<file path="src/rtl/ir_transmit.sv">
// NEC infrared transmitter: serialises a 32-bit frame {~cmd, cmd, addr}
// LSB first as pulse-distance marks/spaces. It drives both the
// demodulated envelope (oIRDA) and a carrier-modulated LED output.
// A qualified start can instead send the short NEC repeat code.
module ir_transmit #(
  parameter int LEAD_MARK_CYC    = 450000,
  parameter int LEAD_SPACE_CYC   = 225000,
  parameter int REP_SPACE_CYC    = 112500,
  parameter int BIT_MARK_CYC     = 28000,
  parameter int ZERO_SPACE_CYC   = 28000,
  parameter int ONE_SPACE_CYC    = 84500,
  parameter int GAP_CYC          = 2000000,
  parameter int CARRIER_HALF_CYC = 658
) (
  input  logic        iCLK,
  input  logic        iRST_n,
  input  logic        iSTART,
  input  logic        iREPEAT,
  input  logic [15:0] iADDR,
  input  logic [7:0]  iCMD,
  output logic        oIRDA,
  output logic        oIR_CARRIER,
  output logic        oBUSY,
  output logic        oDONE
);

  // 22 bits comfortably holds the 2,000,000-cycle gap without wrapping.
  localparam int CNT_W = 22;
  localparam int CAR_W = 16;

  typedef enum logic [2:0] {
    IDLE, LEAD_MARK, LEAD_SPACE, REP_SPACE,
    BIT_MARK, BIT_SPACE, STOP_MARK, GAP
  } state_t;

  state_t           state, state_nxt;
  logic [CNT_W-1:0] dur_cnt;
  logic [CNT_W-1:0] dur_tgt;
  logic             dur_last;
  logic [4:0]       bit_idx;
  logic [31:0]      frame;
  logic             rep;
  logic [CAR_W-1:0] car_cnt;
  logic             car_phase;
  logic             accept;
  logic             state_chg;

  assign accept    = (state == IDLE) && iSTART;
  assign state_chg = (state_nxt != state);
  assign dur_last  = (dur_cnt == dur_tgt - CNT_W'(1));

  // Length of the current state in clock cycles; bit spaces depend on the bit value.
  always_comb begin
    dur_tgt = CNT_W'(1);
    case (state)
      LEAD_MARK:  dur_tgt = CNT_W'(LEAD_MARK_CYC);
      LEAD_SPACE: dur_tgt = CNT_W'(LEAD_SPACE_CYC);
      REP_SPACE:  dur_tgt = CNT_W'(REP_SPACE_CYC);
      BIT_MARK:   dur_tgt = CNT_W'(BIT_MARK_CYC);
      BIT_SPACE:  dur_tgt = frame[bit_idx] ? CNT_W'(ONE_SPACE_CYC) : CNT_W'(ZERO_SPACE_CYC);
      STOP_MARK:  dur_tgt = CNT_W'(BIT_MARK_CYC);
      GAP:        dur_tgt = CNT_W'(GAP_CYC);
      default:    dur_tgt = CNT_W'(1);
    endcase
  end

  // State register.
  always_ff @(posedge iCLK or negedge iRST_n) begin
    if (!iRST_n) state <= IDLE;
    else         state <= state_nxt;
  end

  // Next-state: each timed state advances on its last cycle.
  always_comb begin
    state_nxt = state;
    case (state)
      IDLE:       if (iSTART)   state_nxt = LEAD_MARK;
      LEAD_MARK:  if (dur_last) state_nxt = rep ? REP_SPACE : LEAD_SPACE;
      LEAD_SPACE: if (dur_last) state_nxt = BIT_MARK;
      REP_SPACE:  if (dur_last) state_nxt = STOP_MARK;
      BIT_MARK:   if (dur_last) state_nxt = BIT_SPACE;
      BIT_SPACE:  if (dur_last) state_nxt = (bit_idx == 5'd31) ? STOP_MARK : BIT_MARK;
      STOP_MARK:  if (dur_last) state_nxt = GAP;
      GAP:        if (dur_last) state_nxt = IDLE;
      default:    state_nxt = IDLE;
    endcase
  end

  // Frame latch, duration/bit counters and carrier phase; counters restart on every state change.
  always_ff @(posedge iCLK or negedge iRST_n) begin
    if (!iRST_n) begin
      frame     <= '0;
      rep       <= 1'b0;
      bit_idx   <= '0;
      dur_cnt   <= '0;
      car_cnt   <= '0;
      car_phase <= 1'b0;
    end else begin
      if (accept) begin
        frame   <= {~iCMD, iCMD, iADDR};
        rep     <= iREPEAT;
        bit_idx <= '0;
      end else if (state == BIT_SPACE && dur_last) begin
        bit_idx <= bit_idx + 5'd1;
      end

      if (state_chg || state == IDLE) dur_cnt <= '0;
      else                            dur_cnt <= dur_cnt + CNT_W'(1);

      if (state_chg) begin
        car_cnt   <= '0;
        car_phase <= 1'b1;
      end else if (car_cnt == CAR_W'(CARRIER_HALF_CYC - 1)) begin
        car_cnt   <= '0;
        car_phase <= ~car_phase;
      end else begin
        car_cnt   <= car_cnt + CAR_W'(1);
      end
    end
  end

  // Outputs decode the registered state: envelope low and carrier gated on during marks.
  always_comb begin
    oIRDA       = 1'b1;
    oIR_CARRIER = 1'b0;
    oBUSY       = (state != IDLE);
    oDONE       = 1'b0;
    case (state)
      LEAD_MARK, BIT_MARK, STOP_MARK: begin
        oIRDA       = 1'b0;
        oIR_CARRIER = car_phase;
      end
      GAP:     oDONE = dur_last;
      default: ;
    endcase
  end

endmodule

</file>
<file path="config.mk">
export PLATFORM = sky130hd
export DESIGN_NAME = ir_transmit
export DESIGN_NICKNAME = d
export VERILOG_FILES = /design/src/rtl/ir_transmit.sv
export SDC_FILE = /design/constraint.sdc
export NUM_CORES = 1
export LEC_CHECK = 0
export CORE_AREA = 2 2 127 129
export DETAILED_ROUTE_END_ITERATION = 7
export DIE_AREA = 0 0 129 131
export PLACE_DENSITY_LB_ADDON = 0.15
export SLEW_MARGIN = 20
export SYNTH_ARGS = -nofsm -noshare
export SYNTH_HDL_FRONTEND = slang
export SYNTH_SLANG_ARGS = --single-unit
</file>
<file path="constraint.sdc">
create_clock -name iCLK -period 2.7 [get_ports iCLK]
set_clock_uncertainty 0.15 [all_clocks]
set_input_delay 0.54 -clock iCLK [delete_from_list [all_inputs] [get_ports iCLK]]
set_output_delay 0.54 -clock iCLK [all_outputs]
set_load 0.01 [all_outputs]
</file>
; ---- Yosys cells after proc, flatten, opt, wreduce, memory -nomap -nowiden
; Index checks and enable logic that the tools add are counted.
[totals]
ff_bits = 80
elab_cells = 59
out_inout_bits = 4
[classes]
add_sub_neg = 4
n_mux = 25
bitwise = 2
eq_ne = 11
n_lt_le_gt_ge = 1
reduce_logical = 9
[ops]
columns = op, n
row1 = $pmux 21 s6, 1
row2 = $mux 16, 2
row3 = $mux 3, 8
row4 = $pmux 3 s8, 1
row5 = $add 22x1->22 const B, 1
row6 = $eq 22x22->1, 1
row7 = $mux 22, 1
row8 = $sub 22x1->22 const B, 1
row9 = $mux 17, 1
row10 = $add 16x1->16 const B, 1
row11 = $eq 16x10->1 const B, 1
row12 = $eq 3x3->1 const B, 4
row13 = $mux 5, 2
row14 = $not 8->8, 1
row15 = $mux 1, 7
row16 = $eq 3x2->1 const B, 2
row17 = $lt 5x6->1 const B, 1
row18 = $add 5x1->5 const B, 1
row19 = $bmux 1 s5, 1
row20 = $eq 5x5->1 const B, 1
row21 = $reduce_bool 2->1, 2
row22 = $eq 3x1->1 const B, 1
row23 = $logic_not 3->1, 1
row24 = $ne 3x3->1, 1
row25 = 7 further kinds, 8

; ---- Longest topological paths before layout
[depth]
depth_word = 11
mapped_depth = 12
depth_no_buf = 9

; ---- Least setup slack after synthesis
; No wires, ideal clock.
[synth_timing]
kind = register to output
from = register dur_cnt[6]
to = output oDONE
setup_slack_ps = -334
t_arrival_ps = 2344
path_stages_with_launch = 10
path_cell_list = dfrtp_1 -> buf_6 -> or3_1 -> a21oi_1 -> o21a_1 -> o2111ai_1 -> or3b_1 -> a21o_1 -> buf_6 -> nor4_1
[synth_via]
elab_chain_len = 2
[synth_rtl]
columns = item, line_no
row1 = from (decl), 37  ; logic [CNT_W-1:0] dur_cnt;
row2 = from (signal assigned), 108  ; else dur_cnt <= dur_cnt + CNT_W'(1);
row3 = $eq 22x22->1, 50  ; assign dur_last = (dur_cnt == dur_tgt - CNT_W'(1));
row4 = $mux 1, 128  ; case (state)
row5 = to (decl), 24  ; output logic oDONE
; Every way passes these cells.

; ---- Worst setup path after layout
[layout_timing]
from = register bit_idx[2]
to = output oDONE
[layout_via]
elab_chain_len = 7
[layout_rtl]
columns = item, line_no
row1 = from (decl), 40  ; logic [4:0] bit_idx;
row2 = from (signal assigned), 104  ; bit_idx <= bit_idx + 5'd1;
row3 = $bmux 1 s5, 60  ; BIT_SPACE: dur_tgt = frame[bit_idx] ? CNT_W'(ONE_SPACE_CYC) : CNT_W'(ZERO_SPACE_CYC);
row4 = $mux 1 (implied by the code), 60
row5 = $mux 17, 60
row6 = $pmux 21 s6, 55  ; case (state)
row7 = $sub 22x1->22, 50
row8 = $eq 22x22->1, 50
row9 = $mux 1, 128
; Every way passes these cells. The select of a mux whose other input is x is not followed.

==> impl_metrics.toml <==
[outcome]
status = "finished, violations left"
violations = "negative setup slack"

[global_routing]
gr-usage-met1_pct = 24.72
grt_max_degree = 56
grt_pass1_vias = 3965
grt_use_met2_pct = 24.43
grt_pass1_wl_um = 21420
antenna_found_initial = 0
grt.busiest_layer = "met1"
overflow = 0
track_usage_pct = 16.59
met3_usage_pct = 2.077

[final_layout]
post-route-util_pct = 41.15
num-fill-cells = 1572
regArea_um2 = 2004
area_delta_synth_final_pct = 39.44
fin_nets = 671
drive_gt1_share_pct = 24.45
multi_input_area_um2 = 2596
n_antenna_cell = 0

[job]
drv_cap = 0

[logic_synthesis]
postSynth.asyncResetShare_pct = 100.0
synth_compound_area_share_pct = 12.15
synthMuxAreaShare_pct = 3.289
synth-edff-count = 0
ys_top_cells_by_area = "dfrtp_1, nand2_1, xor2_1"
ys_warn_count = 0
yosys_register_bits = 80
netlist.area_leader.share_pct = 43.49
syn-num-nets = 564
ys.flop_type = "dfrtp_1"
synth_seq_area_share_pct = 43.49
synthCells = 531
synth_fa_ha_area_share_pct = 1.359
syn_area_um2 = 4603
yosysTopAreaCell = "dfrtp_1"
synth_top_family_by_area = "simple AND/OR/NAND/NOR gates"
synthDistinctLibCells = 62
synthXorXnorAreaFrac_pct = 7.040
synthSimpleGateAreaFrac_pct = 28.21
avgSynthCellArea_um2 = 8.669

[worst_setup_path]
cp_slowest_cell = "dfrtp_1"
start_kind = "register"
path_class = "register to output port"
cp.required_ps = 2010
cp_num_buf_inv = 4
crit_family = "simple AND/OR/NAND/NOR gates"
end_kind = "output port"
slowest_delay_ps = 400
path_max_fanout = 6
crit_arrival_ps = 2590
crit_chain = "buf_12 -> buf_8 -> mux2i_1 -> nand2_1 -> nand4b_1 -> o22ai_4 -> buf_6 -> or3_4 -> a21o_1 -> nor4_4 -> buf_2"

[worst_hold_path]
min_path_type = "primary input to async pin"

[floorplanning]
die_area_um2 = 16900
initial_utilization_pct = 29.51
core_um2 = 15600
std_cell_rows = 46
die_x_um = 129
ios = 32
dieHeight_um = 131

[sta]
worst_pin_slew_ps = 499.2
rsz0062_at_grt = "yes"
post-route-period-util_pct = 121.6
fin_hold_ws_ps = 8.713
finalMaxSlewViolations = 0
slew_headroom_pct = 66.72
fin_crit_ps = 3284
finalSetupViolations = 44
max_freq_mhz = 304.5
setup_ws_ps = -584.3
finalHoldViolCount = 0

[clocking]
cts_max_path_buffers = 2
cts_root_buf = "clkbuf_16"
clk_pin_slew_ps = 70
cts.sink_count = 80
clkLatencyLatePin_ps = 350
cts_tree = "yes"
cts_buffers = 9
cts-htree-levels = 3
cts_hold_buf = 0

[pwr]
vdd.ir_drop.worst_v = 0.0002893
powerDensity_nw_per_um2 = 482.3
leakage_nw = 2.881

[placed_design]
port_buffers = 31
dp_hpwl_um = 9212
place_congestion = 0.8781

[route]
via_count = 4069
ant_nets = 0
drt_iter0_drc = 257
vias_per_cell = 4.742
wl_per_cell_um = 15.49
first_pass_iters = 4
drt_wl_total_um = 13290
drcViolationCount = 0
-- cell usage in the layout, fill, tap and decap left out, types with 10 or more instances in the layout --
cell and n:
a21oi_1 14, nand3_1 25, xnor2_1 15, and3_1 11, mux2i_1 14, nand2_1 101, nor2b_1 11, buf_4 81
inv_1 10, nor3_1 19, clkdlybuf4s50_1 27, nor2_1 48, xor2_1 22, dfrtp_1 78
-- logic make-up (layout without fill, tap and decap cells) --
kind of cell	count (synthesis)	in the layout
AOI/OAI and AO/OA	81	81
xor gates and xnor gates	37	37
adders and majority gates	5	5
buffers and inverters	44	155
DFF	80	80
muxes	15	15
and+or+nand+nor	269	269
-- final timing paths --
check                            from           to  slack [ps]  cells after the start
setup / recovery           bit_idx[2]        oDONE        -580                     11
hold / removal                 iRST_n  car_cnt[11]           9                      1
setup reg to reg           bit_idx[2]   bit_idx[2]        -320                     13
hold reg to reg             frame[17]    frame[17]         330                      2
max in group asynchronous      iRST_n     state[2]        1760                      2
min in group iCLK           frame[17]    frame[17]         330                      2
-- cell usage after synthesis (2+ instances only) --
| master | instances |
|---|---|
| a211oi_1 | 5 |
| a21boi_0 | 2 |
| a21o_1 | 3 |
| a21oi_1 | 18 |
| a22o_1 | 3 |
| a22oi_1 | 5 |
| a32o_1 | 3 |
| and2_1 | 3 |
| and3_1 | 11 |
| and4_1 | 2 |
| buf_2 | 11 |
| buf_4 | 3 |
| buf_6 | 2 |
| clkbuf_1 | 16 |
| dfrtp_1 | 80 |
| ha_1 | 5 |
| inv_1 | 10 |
| mux2i_1 | 14 |
| nand2_1 | 102 |
| nand2b_1 | 4 |
| nand3_1 | 26 |
| nand3b_1 | 2 |
| nand4_1 | 5 |
| nor2_1 | 50 |
| nor2b_1 | 11 |
| nor3_1 | 20 |
| nor3_2 | 2 |
| nor4_1 | 7 |
| nor4b_1 | 6 |
| o211ai_1 | 3 |
| o21a_1 | 9 |
| o21ai_0 | 9 |
| o221ai_1 | 2 |
| o22ai_1 | 5 |
| o31ai_1 | 3 |
| or2_2 | 2 |
| or3_1 | 6 |
| or4_1 | 2 |
| xnor2_1 | 15 |
| xor2_1 | 22 |
-- cell type report --
| cell class | instances | share of cell area, % |
|---|---|---|
| clock buffers | 10 | 3.723 |
| clock inverters | 5 | 1.014 |
| inverters | 11 | 0.6433 |
| multi-input cells | 407 | 40.45 |
| flip-flops and latches | 80 | 31.23 |
| well taps | 216 | 4.211 |
| repair buffers | 129 | 18.73 |
-- where the power goes --
| part | total, W | leakage [nW] | switching (W) | internal (W) |
|---|---|---|---|---|
| clock network | 0.00127 | 0.149 | 0.000527 | 0.000745 |
| registers | 0.00145 | 1.00 | 0.000131 | 0.00131 |
| logic | 0.000378 | 1.73 | 0.000166 | 0.000213 |
| total | 0.00310 | 2.88 | 0.000824 | 0.00227 |
-- what timing repair did --
item | CTS | global route
gates cloned | 3 | 0
pin swaps | 7 | 13
setup endpoints to repair | 48 | 49
resized for setup | 28 | 41
buffers inserted | 4 | 9
hold endpoints to repair | 0 | 0
-- metrics by stage --
| step | instances | setup TNS, ps | worst slack (ps) | power (W) | cell area [um^2] |
|---|---|---|---|---|---|
| detailed placement | 831 | -10930 | -737.4 | 0.001823 | 5759 |
| global placement | 831 | -11170 | -738.3 | 0.001814 | 5759 |
| floorplan | 531 | -129.1 | -129.1 | 0.001655 | 4618 |
| CTS | 853 | -11360 | -577.5 | 0.003118 | 6241 |
| finish | 858 | -11440 | -584.3 | 0.003096 | 6419 |
| global route | 858 | -16790 | -761.6 | 0.003258 | 6419 |
-- registers in the layout (all words and copies together), names as in the netlist --
register   flops
bit_idx        5
car_cnt       16
car_phase      1
dur_cnt       22
frame         32
rep            1
state          3
-- routing by layer --
| metal | part of all wire (%) | wire (um) |
|---|---|---|
| met5 | 0 | 0 |
| met4 | 1.7 | 221 |
| met3 | 3.6 | 476 |
| met2 | 44 | 5823 |
| met1 | 51 | 6766 |
Note: power is estimated with default switching activity, not from simulation.
==> RTL edit, RTL diff (same settings) <==
Reset style: synchronous (`iRST_n`), changed in 2 clocked blocks.
--- a/src/rtl/ir_transmit.sv
+++ b/src/rtl/ir_transmit.sv
@@ -65,7 +65,7 @@
   end
 
   // State register.
-  always_ff @(posedge iCLK or negedge iRST_n) begin
+  always_ff @(posedge iCLK) begin
     if (!iRST_n) state <= IDLE;
     else         state <= state_nxt;
   end
@@ -87,7 +87,7 @@
   end
 
   // Frame latch, duration/bit counters and carrier phase; counters restart on every state change.
-  always_ff @(posedge iCLK or negedge iRST_n) begin
+  always_ff @(posedge iCLK) begin
     if (!iRST_n) begin
       frame     <= '0;
       rep       <= 1'b0;
Behaviour: differs if iRST_n is asserted again (counterexample within 4 cycles, from zero or initial values and one cycle with iRST_n low); with iRST_n held inactive, the same outputs for 10 cycles.
==> RTL edit against the original RTL <==
Maximum frequency rose by 4.4%; the run still ends with negative setup slack left; total power fell by 6.9%; sequential cell count did not move; final cell count rose by 0.23%; critical path depth fell by 1; cell area fell by 2.1%; largest power group is now the clock network; setup slack improved by 0.14 ns; critical path type unchanged; synthesized area fell by 7.4%; routed wire length fell by 8.6%.
==> RTL edit: results (changes against the original RTL) <==
status=finished with violations; failing checks=negative setup slack; final worst slack=-0.447 ns (+0.137 ns); most frequent cells after synthesis=89 x nand2_1, 80 x dfxtp_1, 38 x nor2_1; DP Area=5340 um^2 (-7.2%); Synth Flop Type=dfxtp_1; clk_buf instances=11 (+1); ClkCell Share=0.0504 (+0.00301); Data arrival, critical path=2.46 ns (-0.13 ns); fraction of registers with async set/reset=0 (-1.00); via count=4058 (-0.27%); GPL Wtd Cong=0.828 (-5.7%); post-synthesis adder-cell area fraction=0.0147 (+0.00109); GRT Overall Usage=0.152 (-0.0139); Overall Power=0.00288 W (-6.9%); post-cts sizing count=36 (+29%); Cells after DPL=821 (-1.2%); multi-input gates=401 (-1.5%); largest cells by area after synthesis=dfxtp_1 38%, nand2_1 7.8%, xor2_1 4.7%; leakage=2.26 nW (-21%); total wire length=12100 um (-8.6%); worst r2r src=state[2]; Syn Nets=561 (-0.53%); CP peak stage delay=0.35 ns (-0.05 ns); Area growth syn-to-layout=47.4%; initial drt markers=215 (-16%); share of layout cells above drive strength 1=0.306 (+0.0614); Switch Pwr=0.000713 W (-13%); hold_ws=0.312 ns (+0.303 ns); fraction of area in multi-input gates=0.447 (+0.0422); total setup buffers inserted after CTS=18 (+14); final setup vio count=48 (+9.1%); Non-clk invs=14 (+3); Non-clk bufs=133 (+3.1%); Setup TNS=-15.00 ns (-3.56 ns); clock share of power=0.446 (+0.035); final non-filler cell total=860 (+0.23%); seq pwr=0.00124 W (-14%); vias in the first global route=4084 (+3.0%); Yosys cell types=59 (-4.8%); DP Worst Slack=-0.561 ns (+0.177 ns); Post-Synthesis Cells=528 (-0.56%); post-synthesis mux area share=0.0449 (+0.0120); Reg2Reg Capture Point=bit_idx[3]; Crit-path slowest cell=dfxtp_4; NumNets Final=672 (+0.15%); VDD IR max=0.253 mV (-12%); R2R setup slack=-0.38 ns (-0.06 ns); register share of the cell area=0.256 (-0.0558); Slew headroom=0.712 (+0.0445); Compound-Gate Fraction of Synth Area=0.166 (+0.0446); critical path fanouts, max=4 (-2); xor/xnor share of the synthesized area=0.0740 (+0.00357); Non-clock buffer share=0.195 (+0.00781); first-pass GRT wire length=20300 um (-5.3%)
## RTL edit: cell count changes after synthesis, sizes merged, moves of 8 or more
cell / change
a21boi: +24
and2: +8
dfrtp: -80
dfxtp: +80
nand2: -13
nor2: -12
o21ai: +12
## RTL edit: worst max path at each step
stage / from / to / slack [ns] / cells after the start
after floorplan: state[1] / oDONE / -0.07 / 10
after global placement: state[1] / oDONE / -0.53 / 9
after detailed placement: bit_idx[1] / oDONE / -0.56 / 12
after CTS: state[2] / oDONE / -0.55 / 9
after global routing: state[2] / oDONE / -0.62 / 12
final: state[2] / oDONE / -0.45 / 10
## RTL edit: metal layers
metal / vias to the layer above / routed length [um] / global-route usage
met4: 0 / 255 / 0.0582
met5: - / 0 / 0
li1: 2069 / - / -
met3: 19 / 269 / 0.0224
met1: 1912 / 5840 / 0.195
met2: 58 / 5780 / 0.260
## RTL edit: worst min-delay path: cells and delay by family, from the launching register on
family          cells  cell delay [ns]
flops               1             0.31
compound gates      1             0.06
simple gates        1             0.04
